**src/rtl/result_serializer_if.sv**
```systemverilog
// Shared defaults for the result serializer and its handshake interface.
package result_serializer_pkg;
  parameter int N        = 4;
  parameter int NUM_BITS = 8;
endpackage

// Load side, output stream and status of the result serializer, bundled.
// The slave modport is the serializer itself; master is whoever feeds and
// drains it.
interface result_serializer_if #(
  parameter int N        = result_serializer_pkg::N,
  parameter int NUM_BITS = result_serializer_pkg::NUM_BITS
);
  localparam int IDX_W = (N > 1) ? $clog2(N) : 1;

  logic                         load_valid_i;
  logic                         load_ready_o;
  logic [N-1:0][NUM_BITS-1:0]   load_data_i;
  logic                         abort_i;
  logic [NUM_BITS-1:0]          data_o;
  logic                         valid_o;
  logic                         ready_i;
  logic                         last_o;
  logic [IDX_W-1:0]             idx_o;
  logic                         busy_o;

  modport slave (
    input  load_valid_i, load_data_i, abort_i, ready_i,
    output load_ready_o, data_o, valid_o, last_o, idx_o, busy_o
  );

  modport master (
    output load_valid_i, load_data_i, abort_i, ready_i,
    input  load_ready_o, data_o, valid_o, last_o, idx_o, busy_o
  );
endinterface

```
**src/rtl/result_serializer.sv**
```systemverilog
// Parallel-to-serial drain for the PE result path. A whole vector is captured
// in one handshake and replayed oldest-first (element N-1 down to 0), which
// undoes the order reversal of the PE capture shift chain.

// One buffer word: captured on a load, cleared on reset.
module result_serializer_lane #(
  parameter int W = 8
) (
  input  logic         clk_i,
  input  logic         rst_ni,
  input  logic         load_en_i,
  input  logic [W-1:0] d_i,
  output logic [W-1:0] q_o
);
  logic [W-1:0] word_q, word_d;

  // Hold unless a new vector is being loaded.
  always_comb begin
    word_d = word_q;
    if (load_en_i) word_d = d_i;
  end

  // Word register.
  always_ff @(posedge clk_i or negedge rst_ni) begin
    if (!rst_ni) word_q <= '0;
    else         word_q <= word_d;
  end

  assign q_o = word_q;
endmodule

module result_serializer #(
  parameter int N        = result_serializer_pkg::N,
  parameter int NUM_BITS = result_serializer_pkg::NUM_BITS
) (
  input  logic                 clk_i,
  input  logic                 rst_ni,
  result_serializer_if.slave   bus
);
  localparam int IDX_W = (N > 1) ? $clog2(N) : 1;
  localparam logic [IDX_W-1:0] IDX_TOP = IDX_W'(N - 1);

  typedef enum logic {IDLE, SEND} state_e;

  state_e                      state_q, state_d;
  logic [IDX_W-1:0]            idx_q, idx_d;
  logic [N-1:0][NUM_BITS-1:0]  word_buf;
  logic                        load_ready;
  logic                        load_fire;

  // Vector buffer, one lane per word; all lanes capture together.
  for (genvar g = 0; g < N; g++) begin : g_lane
    result_serializer_lane #(.W(NUM_BITS)) u_lane (
      .clk_i     (clk_i),
      .rst_ni    (rst_ni),
      .load_en_i (load_fire),
      .d_i       (bus.load_data_i[g]),
      .q_o       (word_buf[g])
    );
  end

  // Ready is combinational so a new vector can land on the final beat of
  // the current one; abort suppresses that reload.
  always_comb begin
    load_ready = (state_q == IDLE) ||
                 (idx_q == '0 && bus.ready_i && !bus.abort_i);
    load_fire  = bus.load_valid_i && load_ready;
  end

  // Next state and down-counter. A load only fires in SEND on the last
  // accepted beat, so it is handled first and covers the reload case.
  always_comb begin
    state_d = state_q;
    idx_d   = idx_q;
    if (load_fire) begin
      state_d = SEND;
      idx_d   = IDX_TOP;
    end else if (state_q == SEND) begin
      if (bus.abort_i) begin
        state_d = IDLE;
      end else if (bus.ready_i) begin
        if (idx_q != '0) idx_d   = idx_q - IDX_W'(1);
        else             state_d = IDLE;
      end
    end
  end

  // State and index registers.
  always_ff @(posedge clk_i or negedge rst_ni) begin
    if (!rst_ni) begin
      state_q <= IDLE;
      idx_q   <= '0;
    end else begin
      state_q <= state_d;
      idx_q   <= idx_d;
    end
  end

  // Stream outputs: a mux of registers, forced to zero while idle.
  always_comb begin
    bus.load_ready_o = load_ready;
    bus.busy_o       = (state_q == SEND);
    bus.valid_o      = (state_q == SEND);
    bus.data_o       = '0;
    bus.idx_o        = '0;
    bus.last_o       = 1'b0;
    if (state_q == SEND) begin
      bus.data_o = word_buf[idx_q];
      bus.idx_o  = idx_q;
      bus.last_o = (idx_q == '0);
    end
  end
endmodule
```
**src/flat_wrapper.sv**
```systemverilog
// flat-port wrapper written by rule: the top's interface ports become plain ports
module result_serializer_flat 
#(
  parameter int N        = result_serializer_pkg::N,
  parameter int NUM_BITS = result_serializer_pkg::NUM_BITS
)
  (clk_i, rst_ni, bus_load_valid_i, bus_load_data_i, bus_abort_i, bus_ready_i, bus_load_ready_o, bus_data_o, bus_valid_o, bus_last_o, bus_idx_o, bus_busy_o);
  result_serializer_if #(.N(N), .NUM_BITS(NUM_BITS)) bus_i ();
  input  logic clk_i;
  input  logic rst_ni;
  input wire logic [$bits(bus_i.load_valid_i)-1:0] bus_load_valid_i;
  input wire logic [$bits(bus_i.load_data_i)-1:0] bus_load_data_i;
  input wire logic [$bits(bus_i.abort_i)-1:0] bus_abort_i;
  input wire logic [$bits(bus_i.ready_i)-1:0] bus_ready_i;
  output wire logic [$bits(bus_i.load_ready_o)-1:0] bus_load_ready_o;
  output wire logic [$bits(bus_i.data_o)-1:0] bus_data_o;
  output wire logic [$bits(bus_i.valid_o)-1:0] bus_valid_o;
  output wire logic [$bits(bus_i.last_o)-1:0] bus_last_o;
  output wire logic [$bits(bus_i.idx_o)-1:0] bus_idx_o;
  output wire logic [$bits(bus_i.busy_o)-1:0] bus_busy_o;
  assign bus_i.load_valid_i = bus_load_valid_i;
  assign bus_i.load_data_i = bus_load_data_i;
  assign bus_i.abort_i = bus_abort_i;
  assign bus_i.ready_i = bus_ready_i;
  assign bus_load_ready_o = bus_i.load_ready_o;
  assign bus_data_o = bus_i.data_o;
  assign bus_valid_o = bus_i.valid_o;
  assign bus_last_o = bus_i.last_o;
  assign bus_idx_o = bus_i.idx_o;
  assign bus_busy_o = bus_i.busy_o;
  result_serializer #(.N(N), .NUM_BITS(NUM_BITS)) u_core (.clk_i(clk_i), .rst_ni(rst_ni), .bus(bus_i));
endmodule
```
**config.mk**
```make
export PLATFORM = sky130hd
export DESIGN_NAME = result_serializer_flat
export DESIGN_NICKNAME = d
export VERILOG_FILES = /design/src/rtl/result_serializer_if.sv /design/src/rtl/result_serializer.sv /design/src/flat_wrapper.sv
export SDC_FILE = /design/constraint.sdc
export NUM_CORES = 1
export LEC_CHECK = 0
export BUFFER_PORTS_ARGS = -buffer_cell sky130_fd_sc_hd__buf_4
export CORE_UTILIZATION = 45
export CTS_CLUSTER_DIAMETER = 50
export DETAILED_ROUTE_END_ITERATION = 10
export PLACE_DENSITY_LB_ADDON = 0.2
export SLEW_MARGIN = 20
export SYNTH_ARGS = -nofsm -noshare
export SYNTH_HDL_FRONTEND = slang
export SYNTH_HIERARCHICAL = 1
export SYNTH_SLANG_ARGS = --single-unit
```
**constraint.sdc**
```tcl
create_clock -name clk_i -period 1.9 [get_ports clk_i]
set_input_delay 0.19 -clock clk_i [delete_from_list [all_inputs] [get_ports clk_i]]
set_output_delay 0.19 -clock clk_i [all_outputs]
set_load 0.02 [all_outputs]
```
* Yosys cells after proc, flatten, opt, wreduce, memory -nomap -nowiden
Index checks and enable logic that the tools add are counted.
** Cells by class
- Add/subtract/negate cells :: 1
- $lt $le $gt $ge :: 1
- Eq/ne operators :: 1
- Mux-type cells :: 15
- Bitwise logic cells :: 1
- Reductions and logical operators :: 11
** Operators by type and width (count)
- 8-bit binary-select mux with 2-bit select :: 1
- 8-bit 2-to-1 mux :: 2
- 2-bit 2-to-1 mux :: 6
- 2-bit nonzero test :: 4
- 1-bit 2-to-1 mux :: 6
- 4-bit AND reduction :: 1
- 1-bit logical AND :: 3
- 2-bit by 3-bit < comparator with 1-bit output (second input constant) :: 1
- 2-bit logical NOT :: 1
- 2-bit by 1-bit != test with 1-bit output (second input constant) :: 1
- 2-bit by 1-bit subtractor with 2-bit output (second input constant) :: 1
- 1-bit logical NOT :: 1
- 1-bit logical OR :: 1
- 1-bit inverter :: 1
** Word-level totals
- Bits in registers :: 35
- Bits of input ports :: 37
- Output and inout bits :: 14

* Logic depth before layout (Yosys ltp)
- Word-level depth :: 7
- Mapped depth :: 8

* Modules after synthesis
The synthesis kept the hierarchy.
** By module, submodules not included
- result_serializer_lane :: times used 4, cells an instance 17, area each 331.6 µm²
- result_serializer :: times used 1, cells an instance 53, area each 452.9 µm²

* Worst setup path after synthesis
OpenSTA, ideal clock, no wires.
- Path type :: reg2reg
- Start :: register u_core.idx_q[0]
- End :: register u_core.g_lane[0].u_lane.word_q[0]
- Setup time :: 0.125 ns
- Arrival :: 1.939 ns
- Slack :: -0.164 ns
- Stages on the path, launching flop included :: 9
- Path buffers :: 2
- Path through :: dfrtp_1 > buf_4 > inv_1 > ha_1 > inv_1 > o21ai_1 > and2_1 > buf_6 > mux2_4
** Between the ends
- Word-level cells in the longest chain between the ends :: 5
** Ends and longest elaborated chain
- start, declared :: line result_serializer.sv:46 : logic [IDX_W-1:0] idx_q, idx_d;
- start signal, assigned :: line result_serializer.sv:95 : idx_q <= idx_d;
- 2-bit logical NOT :: line result_serializer.sv:66 : (idx_q == '0 && bus.ready_i && !bus.abort_i);
- 1-bit logical AND (2 in a row) :: line result_serializer.sv:66
- 1-bit logical OR :: line result_serializer.sv:65 : load_ready = (state_q == IDLE) ||
- named net bus_load_ready_o :: line flat_wrapper.sv:15 : output wire logic [$bits(bus_i.load_ready_o)-1:0] bus_load_ready_o;
- 1-bit logical AND :: line result_serializer.sv:67 : load_fire = bus.load_valid_i && load_ready;
- named net u_core.load_fire :: line result_serializer.sv:49 : logic load_fire;
- end signal, assigned :: line result_serializer.sv:26 : else word_q <= word_d;
- end, declared :: line result_serializer.sv:15 : logic [W-1:0] word_q, word_d;
The timed path passes the listed nets, and every way through them passes these cells.
A chain may end at the register's enable or synchronous reset.

* Worst setup path in the final report
- Start :: register u_core.idx_q[1]
- End :: register u_core.g_lane[3].u_lane.word_q[0]
** Between the ends
- Word-level cells in the longest chain between the ends :: 5
** Ends and longest elaborated chain (line)
- 2-bit logical NOT :: result_serializer.sv:66
- 1-bit logical AND (2 in a row) :: result_serializer.sv:66
- 1-bit logical OR :: result_serializer.sv:65
- 1-bit logical AND :: result_serializer.sv:67
- named net u_core.load_fire :: result_serializer.sv:49
- end signal, assigned :: result_serializer.sv:26
- end, declared :: result_serializer.sv:15
The timed path passes the listed nets, and every way through them passes these cells.

==> impl_metrics.env <==
export IMPL_cp_data_arrival_time_ns=1.94
export IMPL_post_cts_resized=0
export IMPL_root_buffer="clkbuf_8"
export IMPL_syn2layout_area_growth_pct=28.6
export IMPL_io_buffers=50
export IMPL_setup_violations=0
export IMPL_synth_top_family_by_area="multiplexers"
export IMPL_first_pass_iters=4
export IMPL_reg2reg_from="u_core/idx_q[1]$_DFFE_PN0P_"
export IMPL_yosysWarnings=6
export IMPL_fin_ws_ns=0.110
export IMPL_n_antenna_cell=0
export IMPL_start_util_pct=47.9
export IMPL_synth_cells=121
export IMPL_status="finished clean"
export IMPL_dp_cells=214
export IMPL_maxCapViolCount=0
export IMPL_required_ns=2.05
export IMPL_routed_wl_um=3380
export IMPL_whs_ns=0.105
export IMPL_fin_crit_ns=1.79
export IMPL_first_iter_violations=51
export IMPL_final_period_utilization_pct=94.2
export IMPL_cts_buffers=5
export IMPL_cts_buffer_depth=2
export IMPL_synth_seq_cells=35
export IMPL_synthMuxAreaShare_pct=36.0
export IMPL_gp_congestion=0.787
export IMPL_coreArea_um2=3720
export IMPL_grt_usage_pct=17.5
export IMPL_antenna_found_initial=0
export IMPL_crit_start="u_core/idx_q[1]$_DFFE_PN0P_"
export IMPL_fmax_mhz=559
export IMPL_worstSetupPathType="flip-flop to flip-flop"
export IMPL_drive_gt1_share_pct=54.9
export IMPL_final_common_cell="buf_4"
export IMPL_postRouteAntennaNets=0
export IMPL_hold_viol=0
export IMPL_cts_max_level=2
export IMPL_wire_per_inst_um=15.2
export IMPL_grt_pass1_wl_um=5480
export IMPL_final_cell_mix="buf_4, dfrtp_1, mux2_4, mux2i_1, o22ai_1"
export IMPL_die_area_um2=4210
export IMPL_cp_end_kind="flip-flop"
export IMPL_netlist_area_um2=1780
export IMPL_top_layer="met4"
export IMPL_synth_net_count=159
export IMPL_vias_per_cell=4.92
export IMPL_dr_wl_met2_um=1530
export IMPL_clk_latency_ns=0.27
export IMPL_fin_cells=223
export IMPL_pre_cts_slack_ns=0.130
export IMPL_dp_hpwl_um=2470
export IMPL_cts_tree="yes"
export IMPL_synth_fa_ha_area_share_pct=0.703
export IMPL_wl_met1_um=1690
export IMPL_worst_path_max_fanout=20
export IMPL_synth_compound_area_share_pct=5.41
export IMPL_drc=0
export IMPL_synth_simple_area_share_pct=3.16
export IMPL_relSlewSlack_pct=70.8
export IMPL_fin_setup_tns_ns=0
export IMPL_cts_sinks=35
export IMPL_min_path_type="primary input to flip-flop"
export IMPL_hp_start="bus_abort_i"
export IMPL_synth_xor_area_share_pct=0
export IMPL_dieWidth_um=64.9
export IMPL_wl_met3_um=144
export IMPL_row_count=22
export IMPL_rsz0062_at_grt="false"
export IMPL_ys_seq_area_share_pct=49.2
export IMPL_synth_cell_types=18
export IMPL_finalMaxSlewViolations=0
export IMPL_io_pins=51
export IMPL_skew_ns=0.00455
export IMPL_die_h_um=64.9
export IMPL_avgSynthCellArea_um2=14.7
export IMPL_worstSetupStartpointType="flip-flop"
export IMPL_vdd_drop_max_mv=0.660
export IMPL_grt_max_degree=36
export IMPL_path_clk_slew_ns=0.07
export IMPL_cts_setup_buffers=0
export IMPL_grt_overflow_total=0
export IMPL_power_density_nw_per_um2=1370
export IMPL_via_count=1097
export IMPL_final_nets=212
export IMPL_worst_pin_slew_ns=0.438
export IMPL_p_leak_nw=1.15
export IMPL_grt_pass1_vias=1144
[repair_timing]
item / CTS / global route
hold buffers: 1 / 0
endpoints found under the setup margin: 0 / 0
endpoints found under the hold margin: 35 / 0
[flip-flops by register name, indices dropped and copies added (netlist names)]
signal                    cells
u_core/idx_q                  2
u_core/bus.busy_o             1
u_core/g_lane.u_lane/q_o     32
[path summary, 6_finish.rpt]
kind / end / cells after the start / slack, ns
max: u_core/g_lane[3].u_lane/q_o[0]$_DFFE_PN0P_ / 7 / 0.11
min in group asynchronous: u_core/g_lane[0].u_lane/q_o[1]$_DFFE_PN0P_ / 2 / 0.40
max in group asynchronous: u_core/g_lane[3].u_lane/q_o[7]$_DFFE_PN0P_ / 2 / 1.19
max reg2reg: u_core/g_lane[3].u_lane/q_o[0]$_DFFE_PN0P_ / 7 / 0.11
min reg2reg: u_core/g_lane[2].u_lane/q_o[0]$_DFFE_PN0P_ / 1 / 0.51
min: u_core/bus.busy_o$_DFF_PN0_ / 2 / 0.10
[cells by family (layout without fill, tap and decap cells)]
kind of cell	after synthesis	count (layout)
muxes	48	48
buffers and inverters	13	67
DFF	35	35
AOI/OAI and AO/OA	15	15
adders and majority gates	1	1
and+or+nand+nor	9	9
[stage by stage]
| stage | util [%] | total power [mW] | instance area, µm² |
|---|---|---|---|
| final | 61.5 | 3.12 | 2290 |
| after global routing | 61.5 | 3.32 | 2290 |
| after CTS | 61.5 | 3.15 | 2290 |
| after detailed placement | 59.1 | 2.65 | 2200 |
| after global placement | 59.1 | 2.61 | 2200 |
| after floorplan | - | 2.23 | 1790 |
[worst max-delay path: stages (launching register included)]
cell     delay (ns)
dfrtp_1        0.38
inv_1          0.11
ha_1           0.21
inv_1          0.08
o21ai_4        0.15
and2_2         0.22
buf_12         0.21
mux2_4         0.32
[Yosys cell counts]
cell type	count	area, µm²
o21ai_1	2	10.0
nor2_1	1	3.75
mux2i_1	16	160
o22ai_1	8	50.1
nand2b_4	1	13.8
a22o_1	1	8.76
o21ai_0	1	5.00
inv_1	5	18.8
ha_1	1	12.5
and2_1	3	18.8
mux2_4	32	480
a21oi_1	2	10.0
nand2_1	3	11.3
dfrtp_1	35	876
buf_4	3	22.5
buf_6	5	56.3
a22oi_2	1	12.5
nand2b_2	1	8.76
[power breakdown]
| group | switching (mW) | internal, mW | total [mW] |
|---|---|---|---|
| Combinational | 0.646 | 0.810 | 1.46 |
| Sequential | 0.164 | 1.01 | 1.17 |
| Clock | 0.236 | 0.257 | 0.493 |
[per-layer routing]
metal  vias up  track usage (%)
li1        535                -
met1       531             24.8
met2        29             25.5
met3         2             5.81
met4         0             4.17
met5         -                0
[area by class of cell]
cell class / count / area [µm²]
timing repair buffer: 54 / 433
sequential: 35 / 876
multi-input combinational: 73 / 818
tap: 48 / 60.1
inverter: 5 / 18.8
clock inverter: 1 / 5.00
clock buffer: 7 / 76.3
fill: 306 / 1430
No activity file was read; power rests on OpenSTA's default activity.
